File: src/rtl/mem_port_arbiter.sv
// Two-requester arbiter for the core's single memory port: instruction fetch vs load/store.
// Round-robin on ties, latched request held to memory, registered ready pulses, watchdog abort.
module mem_port_arbiter #(
  parameter int ADDR_W  = 32,
  parameter int DATA_W  = 32,
  parameter int TIMEOUT = 255
) (
  input  logic              clk,
  input  logic              nRST,
  input  logic              iren,
  input  logic [ADDR_W-1:0] iaddr,
  output logic              iready,
  output logic [DATA_W-1:0] instr,
  input  logic              dren,
  input  logic              dwen,
  input  logic [ADDR_W-1:0] daddr,
  input  logic [DATA_W-1:0] dstore,
  output logic              dready,
  output logic [DATA_W-1:0] dload,
  output logic              mem_ren,
  output logic              mem_wen,
  output logic [ADDR_W-1:0] mem_addr,
  output logic [DATA_W-1:0] mem_wdata,
  input  logic [DATA_W-1:0] mem_rdata,
  input  logic              mem_ack,
  output logic              err
);

  // state | meaning
  // IDLE  | no access in flight, arbitrate masked requests
  // IBUSY | fetch granted, mem_ren with latched fetch address
  // DBUSY | load/store granted, mem_ren or mem_wen with latched address/data
  typedef enum logic [1:0] {IDLE, IBUSY, DBUSY} state_t;

  // Watchdog is a down-counter loaded with TIMEOUT-1 on grant; terminal count at zero.
  localparam int CNT_W = (TIMEOUT > 1) ? $clog2(TIMEOUT) : 1;
  localparam logic [CNT_W-1:0] CNT_LOAD = (TIMEOUT > 0) ? CNT_W'(TIMEOUT - 1) : '0;

  state_t            state, state_nxt;
  logic              last_data;
  logic [ADDR_W-1:0] addr_q;
  logic [DATA_W-1:0] wdata_q;
  logic              wr_q;
  logic [CNT_W-1:0]  cnt;

  logic i_req, d_req;
  logic grant_i, grant_d;
  logic done, abort;
  logic busy, timeout_hit;

  always_ff @(posedge clk or negedge nRST) begin
    if (!nRST) state <= IDLE;
    else       state <= state_nxt;
  end

  always_comb begin
    state_nxt   = state;
    grant_i     = 1'b0;
    grant_d     = 1'b0;
    done        = 1'b0;
    abort       = 1'b0;
    mem_ren     = 1'b0;
    mem_wen     = 1'b0;
    mem_addr    = '0;
    mem_wdata   = '0;
    i_req       = iren & ~iready;
    d_req       = (dren | dwen) & ~dready;
    busy        = (state != IDLE);
    timeout_hit = (TIMEOUT > 0) && (cnt == '0);
    case (state)
      IDLE: begin
        if (i_req && d_req) begin
          grant_i = last_data;
          grant_d = ~last_data;
        end else begin
          grant_i = i_req;
          grant_d = d_req & ~i_req;
        end
        if (grant_i)      state_nxt = IBUSY;
        else if (grant_d) state_nxt = DBUSY;
      end
      IBUSY: begin
        mem_ren  = 1'b1;
        mem_addr = addr_q;
        if (mem_ack) begin
          done      = 1'b1;
          state_nxt = IDLE;
        end else if (timeout_hit) begin
          abort     = 1'b1;
          state_nxt = IDLE;
        end
      end
      DBUSY: begin
        mem_wen   = wr_q;
        mem_ren   = ~wr_q;
        mem_addr  = addr_q;
        mem_wdata = wr_q ? wdata_q : '0;
        if (mem_ack) begin
          done      = 1'b1;
          state_nxt = IDLE;
        end else if (timeout_hit) begin
          abort     = 1'b1;
          state_nxt = IDLE;
        end
      end
      default: state_nxt = IDLE;
    endcase
  end

  always_ff @(posedge clk or negedge nRST) begin
    if (!nRST) begin
      last_data <= 1'b0;
      addr_q    <= '0;
      wdata_q   <= '0;
      wr_q      <= 1'b0;
      cnt       <= '0;
      iready    <= 1'b0;
      dready    <= 1'b0;
      err       <= 1'b0;
      instr     <= '0;
      dload     <= '0;
    end else begin
      if (grant_i) begin
        addr_q    <= iaddr;
        last_data <= 1'b0;
        cnt       <= CNT_LOAD;
      end else if (grant_d) begin
        addr_q    <= daddr;
        wdata_q   <= dstore;
        wr_q      <= dwen;
        last_data <= 1'b1;
        cnt       <= CNT_LOAD;
      end else if (busy && !mem_ack && (cnt != '0)) begin
        cnt <= cnt - CNT_W'(1);
      end
      iready <= (done || abort) && (state == IBUSY);
      dready <= (done || abort) && (state == DBUSY);
      err    <= abort;
      if (done && (state == IBUSY))
        instr <= mem_rdata;
      if (done && (state == DBUSY) && !wr_q)
        dload <= mem_rdata;
    end
  end

endmodule

File: config.mk
export PLATFORM = sky130hd
export DESIGN_NAME = mem_port_arbiter
export DESIGN_NICKNAME = d
export VERILOG_FILES = /design/src/rtl/mem_port_arbiter.sv
export SDC_FILE = /design/constraint.sdc
export NUM_CORES = 1
export LEC_CHECK = 0
export CAP_MARGIN = 20
export CORE_MARGIN = 2
export CORE_UTILIZATION = 43
export CTS_CLUSTER_SIZE = 8
export DETAILED_ROUTE_END_ITERATION = 8
export PLACE_DENSITY = 0.76
export REMOVE_ABC_BUFFERS = 1
export SETUP_SLACK_MARGIN = 0.1
export SLEW_MARGIN = 25
export SYNTH_ARGS = -nofsm -noshare
export SYNTH_HDL_FRONTEND = slang
export SYNTH_SLANG_ARGS = --single-unit
File: constraint.sdc
create_clock -name clk -period 2.2 [get_ports clk]
set_clock_uncertainty 0.1 [all_clocks]
set_input_delay 0.44 -clock clk [delete_from_list [all_inputs] [get_ports clk]]
set_output_delay 0.44 -clock clk [all_outputs]
set_load 0.005 [all_outputs]
; ---- After elaboration in Yosys (flattened, before gate mapping)
; Index checks and enable logic that the tools add are counted.
[word_totals]
ff_bits = 143
out_inout_bits = 133
[classes]
addsub = 1
n_eq_ne = 4
n_mux = 28
bitwise = 10
reduce_logical = 20
[ops]
columns = cell, n
row1 = two-way mux 32 bit, 5
row2 = two-way mux 8 bit, 3
row3 = two-way mux 1 bit, 14
row4 = logical AND 1 bit, 8
row5 = zero test 8 bit, 1
row6 = two-way mux 2 bit, 4
row7 = nonzero test 8 bit, 1
row8 = "subtractor 8 x 1 -> 8 bit, second input constant", 1
row9 = NOT 1 bit, 6
row10 = case mux 2 bit (2 select lines), 1
row11 = AND reduction 2 bit, 2
row12 = nonzero test 2 bit, 2
row13 = AND 1 bit, 3
row14 = "inequality test 3 x 1 -> 1 bit, second input constant", 1
row15 = "inequality test 3 bit, second input constant", 1
row16 = nonzero test 3 bit, 1
row17 = "== test 2 x 1 -> 1 bit, second input constant", 1
row18 = "== test 2 bit, second input constant", 1
row19 = zero test 1 bit, 2
row20 = zero test 2 bit, 1
row21 = case mux 1 bit (2 select lines), 1
row22 = OR reduction 2 bit, 1
row23 = logical OR 1 bit, 1
row24 = bitwise OR 1 bit, 1

; ---- Depth between registers and ports, before layout
; Gate-level depths: netlist of the first run.
[logic_depth]
ltp_word = 9
mapped_depth = 7
mapped_depth_nobuf = 5

; ---- Worst setup path after synthesis of the first run
; Ideal clock, no wire load.
[synth_path]
path_type = register to output
start = reg state[0]
end = out mem_addr[22]
t_arrival_ps = 1317
t_required_ps = 1660
path_slack_ps = 343
stages_incl_launch_ff = 6
path_buffers = 2
cell_sequence = dfrtp_1 -> inv_1 -> ha_1 -> clkbuf_1 -> clkbuf_1 -> and2_1
[synth_between]
elab_chain_len = 3
[synth_lines]
columns = element, line_no
row1 = start: declaration, 39  ; state_t state, state_nxt;
row2 = start signal: assignment, 53  ; else state <= state_nxt;
row3 = == test 2 x 1 -> 1 bit / == test 2 bit (equally long branches), 70  ; case (state)
row4 = OR reduction 2 bit (no source line) (*), n/a
row5 = two-way mux 32 bit (*), 70
row6 = end: declaration, 22  ; output logic [ADDR_W-1:0] mem_addr,
; Every way passes the cells marked *; elsewhere a longest branch is shown, timed or not.

; ---- Final worst setup path of the first run
[layout_path]
start = reg state[0]
end = out mem_wdata[17]
[layout_between]
elab_chain_len = 2
[layout_lines]
columns = element, line_no
row1 = == test 2 bit, 70
row2 = two-way mux 32 bit, 70
row3 = end: declaration, 23  ; output logic [DATA_W-1:0] mem_wdata,
; No other way between the ends.

==> flow_metrics.py, run 1 <==
metrics = {
    "run_status": {
        "run_status": "finished, violations left",
        "violations": "setup timing",
    },
    "power_and_ir_drop": {
        "peakVddDrop_mv": 0.7350,
        "p_total_uw": 14580,
        "cellPowerDensity_nw_per_um2": 1395,
        "p_leak_uw": 0.004794,
    },
    "synthesis": {
        "avgSynthCellArea_um2": 11.90,
        "async_reset_ff_share_pct": 100.0,
        "yosysMostFrequentCell": "dfrtp_1",
        "synth_top_area_cell": "dfrtp_1",
        "synth_common_cells": "143 x dfrtp_1, 96 x mux2_2, 69 x inv_1",
        "synth_warnings": 0,
        "synth-seq-cells": 143,
        "ys.flop_type": "dfrtp_1",
        "synth_cell_types": 45,
        "syn_inst": 549,
        "synth_edf_count": 0,
        "yosys-top-cells-area": "dfrtp_1 55%, mux2_2 17%, o221ai_1 4.3%",
        "seq_area_frac_synth_pct": 54.77,
        "synth_top_area_share_pct": 54.77,
        "syn_area_um2": 6534,
    },
    "critical_path": {
        "crit_family": "buffers and inverters",
        "required_ns": 1.66,
        "crit_type": "reg -> out",
        "start_kind": "register",
        "worstPathCellList": "inv_2 -> buf_6 -> ha_4 -> buf_12 -> buf_6 -> and3_4 -> buf_6",
        "crit_top_cell": "buf_6",
        "cp_num_buf_inv": 5,
        "crit_path_max_incr_delay_ns": 0.38,
        "cp_max_fo": 6,
        "crit_slowest_cell": "dfrtp_1",
        "endpoint_kind": "primary output",
        "cp.arrival_ns": 1.70,
    },
    "die": {
        "dieHeight_um": 127.3,
        "dieArea_um2": 16200,
        "fp-row-count": 45,
        "core_area_um2": 15030,
        "die_x_um": 127.3,
        "ioPinCount": 267,
        "start_util_pct": 43.46,
    },
    "sta": {
        "finalCriticalPeriod_ns": 2.241,
        "fin_ws_ns": -0.04097,
        "whs_ns": 0.4024,
        "rsz0062_at_grt": "true",
        "slew_headroom_pct": 61.78,
        "drv_slew": 0,
        "fmax_mhz": 446.2,
        "period_share_pct": 101.9,
        "setup_violations": 13,
        "hold_viol": 0,
        "worstMarginPinSlew_ns": 0.5721,
    },
    "placement": {
        "dpl_cell_area_um2": 9529,
        "io_buffers": 266,
        "dpl.cell_count": 984,
        "dpl.hpwl_mm": 13.02,
        "place_congestion": 0.8538,
    },
    "detailed_routing": {
        "wire_per_inst_um": 18.83,
        "totalWireLength_mm": 19.53,
        "first_pass_iters": 5,
        "drc": 0,
        "detail-route-antenna-nets": 0,
        "dr.first_iter.drc_count": 203,
        "via_count": 5468,
        "avgViaCountPerCell": 5.273,
    },
    "clock_tree": {
        "cts_max_level": 4,
        "tritoncts": "yes",
        "clock_path_buffers": 2,
        "clock-sinks": 143,
        "numCtsBuffers": 17,
        "path_clk_slew_ns": 0.06,
        "cts_root_buf": "clkbuf_16",
        "clock_latency_ns": 0.41,
    },
    "layout": {
        "drive_above_1_share_pct": 33.69,
        "fillers": 1109,
        "antenna_cells": 0,
        "final_util_pct": 69.49,
        "final_cell_count_no_fill": 1037,
        "syn_to_final_growth_pct": 59.88,
        "nets": 975,
        "design_area_um2": 10450,
    },
    "grt": {
        "antenna_found_initial": 1,
        "gr-usage-all-layers_pct": 23.86,
        "grt_pass1_vias": 5774,
        "grt_overflow_total": 0,
        "grt_max_degree": 67,
        "grt_first_pass_wirelength_mm": 30.27,
    },
    "hold_path": {
        "holdCritPathClass": "reg -> reg",
    },
    "job": {
        "cap_violations": 0,
    },
}
placed cells by master, fill, tap and decap left out, types with 3 or more instances in the layout:
cell type | netlist | layout
a211oi_1 | 6 | 6
and2_1 | 33 | 4
and2_4 | 0 | 29
and3_1 | 34 | 25
and3_4 | 0 | 9
buf_12 | 0 | 10
buf_2 | 13 | 25
buf_4 | 3 | 16
buf_6 | 0 | 50
clkbuf_16 | 0 | 18
clkbuf_2 | 0 | 3
clkdlybuf4s50_1 | 0 | 199
clkinv_2 | 0 | 3
clkinvlp_4 | 0 | 4
dfrtp_1 | 143 | 143
inv_1 | 69 | 67
mux2_2 | 96 | 96
mux2i_1 | 5 | 5
nand2_1 | 3 | 3
nand3_1 | 5 | 4
nand4_1 | 34 | 34
nor2_1 | 5 | 5
o211ai_1 | 4 | 4
o21ai_0 | 3 | 3
o221ai_1 | 32 | 32
registers in the layout (all words and copies together), names as in the netlist:
register and count:
addr_q 32, err 1, state 2, wr_q 1
dready 1, instr 32, cnt 8, iready 1
last_data 1, wdata_q 32, dload 32
timing repair:
item	CTS	global route
endpoints found under the hold margin	36	0
setup buffers	14	5
hold buffers	1	0
setup endpoints to repair	66	90
cloned	5	1
pin swaps	3	3
resized for setup	296	66
where the power goes:
| group | total [uW] | leakage [uW] | switching (uW) | internal [uW] |
|---|---|---|---|---|
| clock | 2770 | 0.000270 | 1100 | 1670 |
| sequential | 4590 | 0.00171 | 702 | 3890 |
| combinational | 7220 | 0.00281 | 2790 | 4430 |
logic make-up (layout without fill, tap and decap cells):
| logic type | Yosys count | in the layout | share of synthesized area [%] |
|---|---|---|---|
| compound gates | 57 | 57 | 7.277 |
| fa+ha+maj | 5 | 5 | 0.9575 |
| buf+inv | 109 | 409 | 6.683 |
| flops | 143 | 143 | 54.77 |
| mux | 103 | 103 | 17.71 |
| simple gates | 132 | 132 | 12.60 |
final cells by class:
class                   instances  area (um^2)  share of cell area (%)
clock buffers                  19        432.9                   4.144
flip-flops and latches        143         3578                   34.26
multi-input cells             297         2680                   25.66
inverters                      69        259.0                   2.479
clock inverters                13        140.1                   1.341
repair buffers                308         3120                   29.87
well taps                     188        235.2                   2.252
stage by stage:
stage / setup WS, ns / TNS, ns
global placement: 0.06776 / 0
CTS: -0.08319 / -2.556
global route: -0.1099 / -2.470
floorplan: -0.8845 / -61.82
finish: -0.04097 / -0.2888
detailed placement: 0.01554 / 0
metal layers:
layer	global-route usage [%]	vias up	part of all wire [%]
met5	0	-	0.061
met4	9.373	2	2.3
met3	6.281	36	6.6
met2	41.15	216	51
met1	28.60	2701	40
li1	-	2513	-
final timing paths:
path                            cells past startpoint       endpoint  slack [ns]  startpoint
worst max register to register                      8       instr[9]        0.17    state[1]
worst min register to register                      1       instr[0]        0.40    instr[0]
max in group asynchronous                           3      instr[25]        0.89        nRST
worst max-delay path                                7  mem_wdata[17]       -0.04    state[0]
min in group asynchronous                           2       dload[9]        0.41        nRST
worst min-delay path                                1       instr[0]        0.40    instr[0]
No activity file was read; power rests on OpenSTA's default activity.
==> run 2, diff against run 1 <==
Settings changed: CORE_MARGIN 2 to 4, PLACE_DENSITY 0.76 to 0.89.
==> run 2 against run 1 <==
Net effect: the run still ends with setup timing left; cell area up 3.8%; via count hardly changed; sequential cell count stayed put; combinational power rose by 11%; cell count fell by 0.58%; critical path depth is 1 lower; clock power fell by 7%; power grew 4.6%; worst hold slack worse by 0.0042 ns; first-iteration DRC count is 15% higher; setup slack worse by 0.0064 ns; global-route usage decreased by 0.84 points; critical path type unchanged; critical endpoint is now mem_wdata[23]; largest cell class unchanged; largest power group unchanged.
==> flow_metrics.py, run 2 (same netlist as run 1, synthesis figures left out) <==
metrics = {
    "job": {
        "cap_violations": 0,
    },
    "critical_path": {
        "crit_top_cell": "buf_6",
        "required_ns": 1.66,
        "reg2reg_setup_slack_ns": 0.03,
        "crit_type": "reg -> out",
        "crit_family": "buffers and inverters",
        "endpoint_kind": "primary output",
        "crit_slowest_cell": "dfrtp_1",
        "worstPathCellList": "buf_6 -> ha_4 -> buf_6 -> buf_16 -> and3_4 -> buf_6",
        "cp_max_fo": 8,
        "cp_num_buf_inv": 4,
        "start_kind": "register",
        "cp.arrival_ns": 1.71,
        "crit_path_max_incr_delay_ns": 0.41,
    },
    "power_and_ir_drop": {
        "p_seq_share_pct": 30.2,
        "p_sw_share_pct": 31.33,
        "p_sw_uw": 4777,
        "p_leak_uw": 0.004917,
        "cellPowerDensity_nw_per_um2": 1406,
        "peakVddDrop_mv": 0.8873,
        "p_int_uw": 10470,
        "p_clk_share_pct": 16.9,
        "p_comb_share_pct": 52.8,
    },
    "sta": {
        "fin_ws_ns": -0.04737,
        "whs_ns": 0.3982,
        "finalCriticalPeriod_ns": 2.247,
        "worstMarginPinSlew_ns": 0.7606,
        "period_share_pct": 102.2,
        "drv_slew": 0,
        "hold_viol": 0,
        "slew_headroom_pct": 48.82,
        "fmax_mhz": 445.0,
        "setup_tns_ns": -0.8773,
        "setup_violations": 37,
        "rsz0062_at_grt": "true",
    },
    "detailed_routing": {
        "first_pass_iters": 4,
        "avgViaCountPerCell": 5.306,
        "via_count": 5471,
        "totalWireLength_mm": 21.07,
        "detail-route-antenna-nets": 0,
        "drc": 0,
        "wire_per_inst_um": 20.43,
        "dr.first_iter.drc_count": 233,
    },
    "layout": {
        "final_cell_mix": "199 x clkdlybuf4s50_1, 143 x dfrtp_1, 76 x mux2_2",
        "final_cell_count_no_fill": 1031,
        "nets": 977,
        "syn_to_final_growth_pct": 65.91,
        "drive_above_1_share_pct": 36.13,
        "design_area_um2": 10840,
        "final_common_cell": "clkdlybuf4s50_1",
        "antenna_cells": 0,
        "fillers": 962,
    },
    "clock_tree": {
        "clock_path_buffers": 2,
        "numCtsBuffers": 17,
        "tritoncts": "yes",
        "clock_latency_ns": 0.41,
        "cts_max_level": 4,
        "path_clk_slew_ns": 0.05,
        "clock-sinks": 143,
        "cts_root_buf": "clkbuf_16",
    },
    "die": {
        "dieHeight_um": 131.3,
        "start_util_pct": 44.45,
        "die_x_um": 131.3,
        "fp-row-count": 44,
        "ioPinCount": 267,
        "dieArea_um2": 17230,
        "core_area_um2": 14700,
    },
    "run_status": {
        "run_status": "finished, violations left",
        "violations": "setup timing",
    },
    "grt": {
        "grt_max_degree": 61,
        "grt_first_pass_wirelength_mm": 31.73,
        "gr-usage-all-layers_pct": 23.03,
        "grt_overflow_total": 0,
        "grt_pass1_vias": 5789,
        "antenna_found_initial": 0,
    },
    "placement": {
        "io_buffers": 266,
        "place_congestion": 0.8276,
        "dpl_cell_area_um2": 9524,
        "dpl.cell_count": 980,
        "dpl.hpwl_mm": 13.38,
    },
    "hold_path": {
        "holdCritPathClass": "reg -> reg",
    },
}
## run 2: changes by cell type in the layout (fill, tap and decap cells not counted), sizes merged
| cell | change |
|---|---|
| bufinv | -1 |
| inv | -2 |
| buf | +3 |
| clkinvlp | -2 |
## run 2: timing repair
action	4_1_cts	5_1_grt
buffers inserted	15	1
pin swaps	11	6
gates resized for setup	326	108
endpoints found under the setup margin	67	98
hold buffers	1	0
endpoints found under the hold margin	35	0
gates cloned	7	4
## run 2: final timing paths
| check | endpoint | cells after the start | from |
|---|---|---|---|
| min in group asynchronous | dload[21] | 2 | nRST |
| setup / recovery | mem_wdata[23] | 6 | state[1] |
| setup reg to reg | instr[8] | 9 | state[1] |
| hold reg to reg | wdata_q[16] | 1 | wdata_q[16] |
| hold / removal | wdata_q[16] | 1 | wdata_q[16] |
| max in group asynchronous | addr_q[3] | 3 | nRST |
## run 2: per-stage QoR
stage / util [%] / power, uW / worst slack, ns
after floorplan: - / 7116 / -0.8845
after global placement: 64.79 / 10520 / 0.07217
after detailed placement: 64.79 / 10760 / 0.01975
after CTS: 70.32 / 14560 / -0.09780
after global routing: 73.75 / 16070 / -0.1003
final: 73.75 / 15250 / -0.04737
## run 2: power by group through the flow
stage                     sequential [uW]  clock [uW]  combinational [uW]
after detailed placement             4560           0                6200
after global placement               4470           0                6050
after CTS                            4550        2630                7370
after global routing                 4740        2780                8560
final                                4610        2580                8050
after floorplan                      4490           0                2630
## run 2: metal layers
metal,wire length (um),share of wire [%],vias up,track usage (%)
li1,-,-,2525,-
met1,8283,39,2690,26.40
met2,10830,51,233,41.13
met3,1585,7.5,23,8.180
met4,365,1.7,0,5.951
met5,0,0,-,0
## run 2: layout make-up
cell class | count | area, um^2 | share of cell area, %
clock inverters | 8 | 70.07 | 0.6464
multi-input cells | 297 | 2863 | 26.41
inverters | 69 | 259.0 | 2.389
repair buffers | 310 | 3393 | 31.30
well taps | 184 | 230.2 | 2.124
clock buffers | 20 | 446.7 | 4.120
flip-flops and latches | 143 | 3578 | 33.01
## run 2: worst register-to-register path, delay by kind of cell, from the launching register on
family / cells / cell delay (ns)
adder cells (fa/ha/maj): 1 / 0.32
buffers and inverters: 6 / 0.78
flip-flops: 1 / 0.39
multiplexers: 1 / 0.30
AND/OR/NAND/NOR: 1 / 0.15
